===== src/rtl/change_dispenser.sv =====
// ----------------------------------------------------------------------------
// change_dispenser
//
// Turns a refund request from the vending-machine FSM into a sequence of coin
// ejections on the hopper: large coins first, then at most one small coin.
// Every ejected coin waits for a rising edge on the hopper acknowledge before
// the next coin is requested. If the hopper stays silent too long, the block
// latches a fault and stays there until reset.
//
// Ports
//   clk        in   1      system clock, rising edge
//   rst        in   1      synchronous active-high reset
//   change     in   1      one-cycle refund request strobe
//   rtn        in   AMT_W  refund amount in rupees (sampled with change)
//   eject_ack  in   1      hopper acknowledge for the last requested coin
//   busy       out  1      dispensing in progress (also held during fault)
//   eject_hi   out  1      one-cycle pulse: eject one COIN_HI coin
//   eject_lo   out  1      one-cycle pulse: eject one COIN_LO coin
//   done       out  1      one-cycle pulse: refund finished
//   residue    out  1      one-cycle pulse with done: amount left undispensed
//   fault      out  1      sticky acknowledge-timeout flag
// ----------------------------------------------------------------------------
module change_dispenser #(
    parameter int AMT_W       = 8,
    parameter int COIN_HI     = 10,
    parameter int COIN_LO     = 5,
    parameter int ACK_TIMEOUT = 255
) (
    input  logic             clk,
    input  logic             rst,
    input  logic             change,
    input  logic [AMT_W-1:0] rtn,
    input  logic             eject_ack,
    output logic             busy,
    output logic             eject_hi,
    output logic             eject_lo,
    output logic             done,
    output logic             residue,
    output logic             fault
);

    localparam int TMR_W = (ACK_TIMEOUT > 2) ? $clog2(ACK_TIMEOUT) : 1;

    localparam logic [AMT_W-1:0] HI_AMT   = AMT_W'(COIN_HI);
    localparam logic [AMT_W-1:0] LO_AMT   = AMT_W'(COIN_LO);
    localparam logic [TMR_W-1:0] TMR_LAST = TMR_W'(ACK_TIMEOUT - 1);

    typedef enum logic [2:0] {
        IDLE,
        ISSUE,
        WAIT,
        FINISH,
        FAULT
    } state_t;

    state_t           state,       state_nxt;
    logic [AMT_W-1:0] rem,         rem_nxt;
    logic [TMR_W-1:0] timer,       timer_nxt;
    logic             coin_is_hi,  coin_is_hi_nxt;
    logic             busy_nxt;
    logic             eject_hi_nxt;
    logic             eject_lo_nxt;
    logic             done_nxt;
    logic             residue_nxt;
    logic             fault_nxt;
    logic             ack_prev;

    logic             ack_rise;
    logic             pulse_cycle;

    // A held-high acknowledge counts only once: the hopper has to release it
    // before the next coin can be acknowledged.
    assign ack_rise = eject_ack & ~ack_prev;

    // First WAIT cycle is the one carrying the eject pulse; an acknowledge
    // arriving together with the request cannot belong to it.
    assign pulse_cycle = eject_hi | eject_lo;

    // ------------------------------------------------------------------
    // State and registered outputs
    // ------------------------------------------------------------------
    always_ff @(posedge clk) begin
        if (rst) begin
            state      <= IDLE;
            rem        <= '0;
            timer      <= '0;
            coin_is_hi <= 1'b0;
            busy       <= 1'b0;
            eject_hi   <= 1'b0;
            eject_lo   <= 1'b0;
            done       <= 1'b0;
            residue    <= 1'b0;
            fault      <= 1'b0;
            ack_prev   <= 1'b0;
        end else begin
            state      <= state_nxt;
            rem        <= rem_nxt;
            timer      <= timer_nxt;
            coin_is_hi <= coin_is_hi_nxt;
            busy       <= busy_nxt;
            eject_hi   <= eject_hi_nxt;
            eject_lo   <= eject_lo_nxt;
            done       <= done_nxt;
            residue    <= residue_nxt;
            fault      <= fault_nxt;
            ack_prev   <= eject_ack;
        end
    end

    // ------------------------------------------------------------------
    // Next-state and next-output logic
    // ------------------------------------------------------------------
    always_comb begin
        state_nxt      = state;
        rem_nxt        = rem;
        timer_nxt      = timer;
        coin_is_hi_nxt = coin_is_hi;
        busy_nxt       = busy;
        eject_hi_nxt   = 1'b0;
        eject_lo_nxt   = 1'b0;
        done_nxt       = 1'b0;
        residue_nxt    = 1'b0;
        fault_nxt      = fault;

        case (state)
            IDLE: begin
                if (change) begin
                    rem_nxt   = rtn;
                    busy_nxt  = 1'b1;
                    state_nxt = ISSUE;
                end
            end

            ISSUE: begin
                timer_nxt = '0;
                if (rem >= HI_AMT) begin
                    eject_hi_nxt   = 1'b1;
                    coin_is_hi_nxt = 1'b1;
                    state_nxt      = WAIT;
                end else if (rem >= LO_AMT) begin
                    eject_lo_nxt   = 1'b1;
                    coin_is_hi_nxt = 1'b0;
                    state_nxt      = WAIT;
                end else begin
                    state_nxt = FINISH;
                end
            end

            WAIT: begin
                if (!pulse_cycle && ack_rise) begin
                    // rem covered this coin when it was issued, so no underflow
                    rem_nxt   = rem - (coin_is_hi ? HI_AMT : LO_AMT);
                    state_nxt = ISSUE;
                end else if (timer == TMR_LAST) begin
                    fault_nxt = 1'b1;
                    state_nxt = FAULT;
                end else begin
                    timer_nxt = timer + 1'b1;
                end
            end

            FINISH: begin
                done_nxt    = 1'b1;
                residue_nxt = (rem != '0);
                busy_nxt    = 1'b0;
                state_nxt   = IDLE;
            end

            FAULT: begin
                fault_nxt = 1'b1;
                busy_nxt  = 1'b1;
            end

            default: begin
                state_nxt = IDLE;
            end
        endcase
    end

endmodule


===== config.mk =====
export PLATFORM = sky130hd
export DESIGN_NAME = change_dispenser
export DESIGN_NICKNAME = d
export VERILOG_FILES = /design/src/rtl/change_dispenser.sv
export SDC_FILE = /design/constraint.sdc
export NUM_CORES = 1
export LEC_CHECK = 0
export ABC_AREA = 1
export CAP_MARGIN = 10
export CORE_UTILIZATION = 30
export CTS_BUF_LIST = sky130_fd_sc_hd__clkbuf_8
export CTS_CLUSTER_DIAMETER = 60
export DETAILED_ROUTE_END_ITERATION = 7
export MAX_ROUTING_LAYER = met4
export PLACE_DENSITY_LB_ADDON = 0.12
export SYNTH_ARGS = -nofsm -noshare
export SYNTH_HDL_FRONTEND = slang
export SYNTH_SLANG_ARGS = --single-unit

===== constraint.sdc =====
create_clock -name clk -period 2.25 [get_ports clk]
set_input_delay 0.45 -clock clk [delete_from_list [all_inputs] [get_ports clk]]
set_output_delay 0.45 -clock clk [all_outputs]
set_load 0.005 [all_outputs]

**Word-level counts from Yosys, hierarchy flattened**

Index checks and enable logic that the tools add are counted.

- Register bits after elaboration: 27
- Logic and storage cells: 73
- Bits of input ports: 12
- Output and inout port bits: 6

- $add $sub $neg: 2
- Multiplexer cells: 23
- Reduce and logical (&&, ||, !) cells: 18
- Bitwise gates (word level): 6
- Equality and inequality tests: 11
- Order comparisons: 2

Operators by type and width:

| kind | count |
|---|---|
| 2-to-1 mux 8 bit | 4 |
| one-hot mux 8 bit (2 select lines) | 2 |
| one-hot mux 3 bit (4 select lines) | 1 |
| AND reduction 3 bit | 4 |
| 2-to-1 mux 1 bit | 10 |
| inequality test 2 bit (second input constant) | 5 |
| 2-to-1 mux 3 bit | 3 |
| adder 8 x 1 -> 8 bit (second input constant) | 1 |
| == test 8 bit (second input constant) | 1 |
| greater-or-equal comparator 8 x 3 -> 1 bit (second input constant) | 1 |
| greater-or-equal comparator 8 x 4 -> 1 bit (second input constant) | 1 |
| nonzero test 2 bit | 4 |
| nonzero test 8 bit | 1 |
| subtractor 8 x 4 -> 8 bit | 1 |
| == test 3 x 2 -> 1 bit (second input constant) | 2 |
| 2-to-1 mux 4 bit | 1 |
| inverter 1 bit | 4 |
| AND reduction 2 bit | 2 |
| OR reduction 2 bit | 2 |
| == test 3 x 1 -> 1 bit (second input constant) | 1 |
| == test 3 bit (second input constant) | 1 |
| zero test 3 bit | 1 |
| inequality test 3 bit (second input constant) | 1 |
| one-hot mux 1 bit (3 select lines) | 1 |
| other kinds (7) | 7 |

**Longest topological paths before layout**

- Depth after elaboration: 5
- Mapped depth: 11
- Depth with buffers taken out: 11

**Worst setup path before layout**

Ideal clock, no wire load.

- Path kind: reg-to-reg
- Start point: register coin_is_hi
- End point: register rem[4]
- Period minus slack after synthesis: 1.627 ns
- Slack: 0.623 ns
- Stages on the path, launching flop included: 12
- Path buffers: 0
- Library setup time: 0.113 ns
- Required time: 2.137 ns
- Arrival: 1.514 ns
- Cells stage by stage: dfxtp_1 > inv_1 > ha_1 > inv_1 > fa_1 > nand3_1 > and2_1 > nand3_1 > o21ai_0 > nand2_1 > nand2_1 > nor2_1

- Longest elaborated chain between the ends: 4

Ends and longest elaborated chain:

| item | RTL line | text |
|---|---|---|
| start, declared | 59 | `logic coin_is_hi, coin_is_hi_nxt;` |
| start signal, assigned | 99 | `coin_is_hi <= coin_is_hi_nxt;` |
| 2-to-1 mux 4 bit | 152 | `rem_nxt = rem - (coin_is_hi ? HI_AMT : LO_AMT);` |
| subtractor 8 x 4 -> 8 bit | 152 |  |
| 2-to-1 mux 8 bit | 150 | `if (!pulse_cycle && ack_rise) begin` |
| one-hot mux 8 bit (2 select lines) | 125 | `case (state)` |
| end signal, assigned | 97 | `rem <= rem_nxt;` |
| end, declared | 57 | `logic [AMT_W-1:0] rem, rem_nxt;` |

No other way between the ends. The select of a mux whose other input is x is not followed.
A chain may end at the register's enable or synchronous reset.

**Worst setup path after layout**

Same ends and word-level chain as after synthesis.

==> key figures <==
Outcome
  • Status: finished clean

Global route
  • Largest net degree at the start of global routing: 18
  • Number of antenna violations at the first check in global routing: 0
  • First-pass GRT wire length: 5990 µm
  • Vias in the first global route: 1,257
  • Global Route Usage Sum: 14.4%
  • GRT overflow: 0

Worst setup path
  • Setup crit start: coin_is_hi
  • Worst reg2reg startpoint: coin_is_hi
  • Critical Path Slowest Stage Cell: fa_1
  • Crit path depth: 11
  • Slowest cell delay on critical path: 0.41 ns
  • CP Cell Sequence: inv_1 -> ha_1 -> inv_1 -> fa_1 -> nand3_1 -> and2_1 -> nand3_1 -> o21ai_0 -> nand2_1 -> nand2_1 -> nor2_1
  • CP Launch Type: flip-flop
  • Crit Path Class: flip-flop to flip-flop
  • CP max FO: 4
  • CP bufs+invs: 2
  • CP endpoint kind: flip-flop
  • Reg2Reg Depth: 11
  • Worst r2r dst: rem[4]
  • CP arrival: 1.97 ns
  • Crit path to: rem[4]
  • R2r setup slk: 0.45 ns
  • WP data required: 2.43 ns
  • CP delay by family, top: adder cells

Layout
  • Nets: 271
  • Fillers: 589
  • ANT cells: 0
  • Fin area: 0.00189 mm²
  • Multi-input logic area: 913 µm²
  • Reg area: 541 µm²
  • Share of cells above drive strength 1: 9.16%
  • Fin cells: 321
  • Area Overhead vs Synth: 17.7%

Clock network
  • Num CTS Buffers: 3
  • Clock Latency Late Sink: 0.27 ns
  • Hold buffer count at cts: 0
  • Clock Tree Buf Depth: 2
  • Root buffer cell: clkbuf_8
  • Setup bufs post-CTS: 0
  • Clock sinks: 27
  • PostCTS Resize Cnt: 0
  • Clock transition at the registers of the reported paths: 0.10 ns
  • CTS tree: built
  • H-Tree Depth: 1

Floorplanning
  • IO Pins: 18
  • Starting density of the core: 31.2%
  • Row count: 26
  • Core area: 0.00514 mm²
  • Die Span X: 75.2 µm
  • Height of the die: 75.2 µm
  • Die ar.: 0.00565 mm²

Yosys
  • Sequential area share after synthesis: 33.7%
  • Netlist cell types: 33
  • Mean cell area of the mapped netlist: 6.89 µm²
  • Yosys reg bits: 27
  • Syn Nets: 252
  • Synthesized instance count: 233
  • Warnings, synthesis: 0
  • Syn Std Cell Area: 0.00161 mm²

Hold path
  • Worst min path class: flip-flop to flip-flop

Power
  • Pwr dens: 927 mW/mm²
  • PnR Total Power: 1.75 mW
  • P_leak: 0.824 nW
  • VDD IR max: 0.409 mV

Timing
  • Worst-margin pin slew: 0.339 ns
  • RSZ-0062 raised after global routing: false
  • Slew Viols, Final: 0
  • Fin crit share: 79.8%
  • # setup viols final: 0
  • Final Critical Period: 1.80 ns
  • Post-route setup TNS: 0 ns
  • Final WS setup: 0.455 ns
  • Fmax: 0.557 GHz
  • Setup Skew: 0.00293 ns
  • Final hold violations: 0
  • Max-slew headroom: 77.4%

Placement
  • Worst slack, placed: 0.426 ns
  • Placed Cells: 317
  • Gpl congestion: 0.754
  • IO Port Bufs: 17
  • Placed cell areas: 0.00184 mm²
  • DP HPWL: 2720 µm

Route
  • Met2 WL: 1470 µm
  • DR vias/cell: 4.41
  • Routed wire per std cell: 11.2 µm
  • First-pass iteration count of the detailed router: 4
  • DR top layer: met4
  • Post-route ant nets: 0
  • DRT Wirelength: 3580 µm
  • Starting DRC count in detailed routing: 79
  • Met1 WL: 2010 µm
  • Via count: 1,417
  • Metal3 WL: 89 µm
  • DRC: 0

Run
  • Max-cap viol count: 0
## layer usage
layer	global-route usage (%)	vias to the layer above
met5	-	-
met4	3.09	0
met3	2.01	2
met2	20.7	19
met1	21.3	626
li1	-	770
## kinds of logic after synthesis
family          count (synthesis)  share of synthesized area [%]
simple gates                  133                           39.6
buf+inv                        36                           9.43
flops                          27                           33.7
compound gates                 26                           9.20
fa+ha+maj                       7                           5.92
xor+xnor                        4                           2.18
## layout make-up
class,instances,area share (%)
Inverter,32,6.62
Tap cell,70,4.64
Clock buffer,3,2.19
Multi-Input combinational cell,170,48.3
Sequential cell,27,28.6
Timing Repair Buffer,18,9.40
Clock inverter,1,0.199
## where the power goes
| group | total (mW) | internal, mW | switching, mW |
|---|---|---|---|
| sequential | 0.633 | 0.556 | 0.0771 |
| combinational | 0.837 | 0.316 | 0.521 |
| clock | 0.282 | 0.123 | 0.159 |
## worst min-delay path by stage
stage	from	end	slack, ns	cells past startpoint
after global routing	busy	busy	0.49	2
final	fault	fault	0.45	2
after CTS	fault	fault	0.46	2
after global placement	fault	fault	0.44	2
after floorplan	fault	fault	0.45	2
after detailed placement	fault	fault	0.44	2
## cells in the mapped netlist
cell type	number	share of area, %
buf_6	1	0.70
nand2_1	52	12
nand3_4	2	2.2
clkinv_4	1	0.55
o21a_1	1	0.47
nor3_1	4	1.2
or2_1	1	0.39
a31oi_1	1	0.39
a21oi_1	11	3.4
nand3_1	24	7.5
buf_1	1	0.23
o21ai_0	7	2.2
or2_4	1	0.55
buf_4	1	0.47
xnor2_1	2	1.1
nor2_2	1	0.39
and2_1	1	0.39
nor2_1	36	8.4
ha_1	6	4.7
dfxtp_1	27	34
nand3b_4	1	1.2
nand2_2	4	1.6
xor2_1	2	1.1
clkbuf_1	1	0.23
a211oi_1	1	0.47
o21ai_1	2	0.62
nor2_4	3	2.1
nand2_4	1	0.70
fa_1	1	1.2
inv_2	2	0.47
a21oi_2	3	1.6
inv_1	29	6.8
nand4_1	2	0.78
## sequential cells by signal, indices dropped and copies added (netlist names)
name        count
ack_prev        1
busy            1
coin_is_hi      1
done            1
eject_hi        1
eject_lo        1
fault           1
rem             8
residue         1
state           3
timer           8
## worst min-delay path, stage by stage, from the launching register on
cell and delay (ns):
dfxtp_1 0.32, inv_1 0.04, a21oi_1 0.05
## stage by stage
step,hold WS (ns),util [%]
after floorplan,0.447,-
after global placement,0.445,35.9
after detailed placement,0.445,35.9
after CTS,0.460,36.8
after global routing,0.492,36.8
final,0.453,36.8
## layout by cell type (no fill, tap or decap), types with 2 or more instances in the layout
master           netlist  routed
o21ai_1                2       2
nand2_1               52      52
inv_2                  2       2
xor2_1                 2       2
nor2_1                36      36
nand3_1               24      24
a21oi_1               11      11
inv_1                 29      30
nand3_4                2       2
nor3_1                 4       4
nand4_1                2       2
nand2_2                4       4
o21ai_0                7       7
nor2_4                 3       3
xnor2_1                2       2
clkbuf_8               0       3
dfxtp_1               27      27
a21oi_2                3       3
ha_1                   6       6
clkdlybuf4s50_1        0      17
Power figures use the tool's default switching activity.
==> variant, RTL diff (config.mk and constraints unchanged) <==
Make the reset (`rst`) asynchronous in one clocked block. Comments in the files are not updated.
--- a/src/rtl/change_dispenser.sv
+++ b/src/rtl/change_dispenser.sv
@@ -79,7 +79,7 @@
     // ------------------------------------------------------------------
     // State and registered outputs
     // ------------------------------------------------------------------
-    always_ff @(posedge clk) begin
+    always_ff @(posedge clk or posedge rst) begin
         if (rst) begin
             state      <= IDLE;
             rem        <= '0;
Function: differs if rst is asserted again (counterexample within 4 cycles, from zero or initial values and one cycle with rst high); with rst held inactive, the same outputs for 10 cycles.
==> variant against the original RTL <==
  * Sequential cell count did not move
  * Wire length rose by 1.5%
  * Final area rose by 3.1%
  * Sequential power rose by 24%
  * Combinational power rose by 66%
  * Largest cell class unchanged
  * Die area rose by 3.4%
  * Setup slack got worse by 0.035 ns
  * Global-route usage fell by 0.61 points
  * Highest routed layer unchanged
  * Sequential share of layout area rose by 6.1 points
  * Utilization rose by 0.67 points
  * Synthesized cell count fell by 6.4%
  * Total power rose by 41%
  * Clock power rose by 7.4%
  * Area after synthesis rose by 3.5%
==> variant: results <==
# TYPE chip_impl_metric gauge
chip_impl_metric{name="grt_first_pass_wirelength",unit="um"} 6190
chip_impl_metric{name="synth-async-reset-ratio",unit=""} 1.00
chip_impl_metric{name="synth_cell_type_count",unit=""} 28
chip_impl_metric{name="final_net_count",unit=""} 257
chip_impl_info{name="synth_ff_type",value="sky130_fd_sc_hd__dfrtp_1"} 1
chip_impl_metric{name="p_leak",unit="nW"} 0.993
chip_impl_metric{name="final.setup_skew",unit="ns"} 0.00326
chip_impl_metric{name="vias_in_the_first_global_route",unit=""} 1303
chip_impl_info{name="holdCritStartpoint",value="fault"} 1
chip_impl_metric{name="synth_seq_area_share",unit=""} 0.407
chip_impl_info{name="whs_endpoint",value="fault"} 1
chip_impl_metric{name="grt_start_max_net_pins",unit=""} 28
chip_impl_metric{name="vias",unit=""} 1373
chip_impl_metric{name="tightestPinTransition",unit="ns"} 0.490
chip_impl_metric{name="gp_congestion",unit=""} 0.826
chip_impl_metric{name="post_synthesis_compound_gate_area_fraction",unit=""} 0.0768
chip_impl_metric{name="synthesized_area_fraction_occupied_by_xor_and_xnor_cells",unit=""} 0.0316
chip_impl_metric{name="worstSkewPairLatency",unit="ns"} 0.28
chip_impl_metric{name="track_usage",unit=""} 0.138
chip_impl_metric{name="proportion_of_layout_cells_with_a_drive_suffix_above_1",unit=""} 0.0928
chip_impl_metric{name="synthesis.nets",unit=""} 237
chip_impl_metric{name="routed_wire_length_per_instance",unit="um"} 11.8
chip_impl_metric{name="hold-worst-slack",unit="ns"} 0.482
chip_impl_metric{name="post-dp-hpwl",unit="um"} 2680
chip_impl_metric{name="iter_0_drt_violations",unit=""} 54
chip_impl_metric{name="critPathArrivalTime",unit="ns"} 2.06
chip_impl_info{name="yosys-top-cells-count",value="sky130_fd_sc_hd__nand2_1, sky130_fd_sc_hd__inv_1, sky130_fd_sc_hd__dfrtp_1, sky130_fd_sc_hd__nor2_1, sky130_fd_sc_hd__nand3_1"} 1
chip_impl_metric{name="vdd.ir_drop.worst",unit="uV"} 422
chip_impl_info{name="rr_endpoint",value="rem[6]"} 1
chip_impl_metric{name="timing.reg2reg.setup_slack",unit="ns"} 0.42
chip_impl_metric{name="post_cts.resized_instances",unit=""} 0
chip_impl_metric{name="path_max_fanout",unit=""} 5
chip_impl_metric{name="post_synth_fa_ha_maj_area_fraction",unit=""} 0.0572
chip_impl_info{name="outcome",value="complete, no violations"} 1
chip_impl_info{name="startpoint_of_the_worst_setup_timing_path",value="coin_is_hi"} 1
## variant: where the power goes
group	total (W)	switching (W)	internal, W
Clock	0.000303	0.000177	0.000126
Combinational	0.00139	0.000878	0.000514
Sequential	0.000783	0.000143	0.000639
Total	0.00248	0.00120	0.00128
## variant: area by class of cell
cell class | count | area, um2
clock inverters | 1 | 7.51
multi-input cells | 157 | 837
well taps | 70 | 87.6
fillers | 573 | 3260
repair buffers | 18 | 178
clock buffers | 3 | 41.3
flip-flops and latches | 27 | 676
inverters | 31 | 121
## variant: through the flow
| step | instances | setup WS (ns) | cell area, um2 | total power [W] |
|---|---|---|---|---|
| after global placement | 303 | 0.367 | 1900 | 0.00223 |
| final | 307 | 0.420 | 1950 | 0.00248 |
| after CTS | 307 | 0.394 | 1950 | 0.00252 |
| after floorplan | 218 | 0.585 | 1660 | 0.00187 |
| after global routing | 307 | 0.238 | 1950 | 0.00275 |
| after detailed placement | 303 | 0.334 | 1900 | 0.00221 |
## variant: critical path: stages, from the launching register on
cell and delay [ns]:
sky130_fd_sc_hd__dfrtp_1 0.39, sky130_fd_sc_hd__inv_1 0.16, sky130_fd_sc_hd__ha_1 0.17, sky130_fd_sc_hd__inv_1 0.06
sky130_fd_sc_hd__fa_1 0.40, sky130_fd_sc_hd__nand2_1 0.08, sky130_fd_sc_hd__nand2_1 0.05, sky130_fd_sc_hd__nand2_1 0.09
sky130_fd_sc_hd__nand3_1 0.09, sky130_fd_sc_hd__o21ai_0 0.15, sky130_fd_sc_hd__nand2_1 0.06, sky130_fd_sc_hd__nand2_1 0.06
## variant: metal layers
metal / vias up / track usage / routed length, um
met1: 630 / 0.191 / 1940
met4: 0 / 0.0462 / 41
met2: 14 / 0.205 / 1580
met5: - / - / 0
met3: 4 / 0.0192 / 76
li1: 725 / - / -
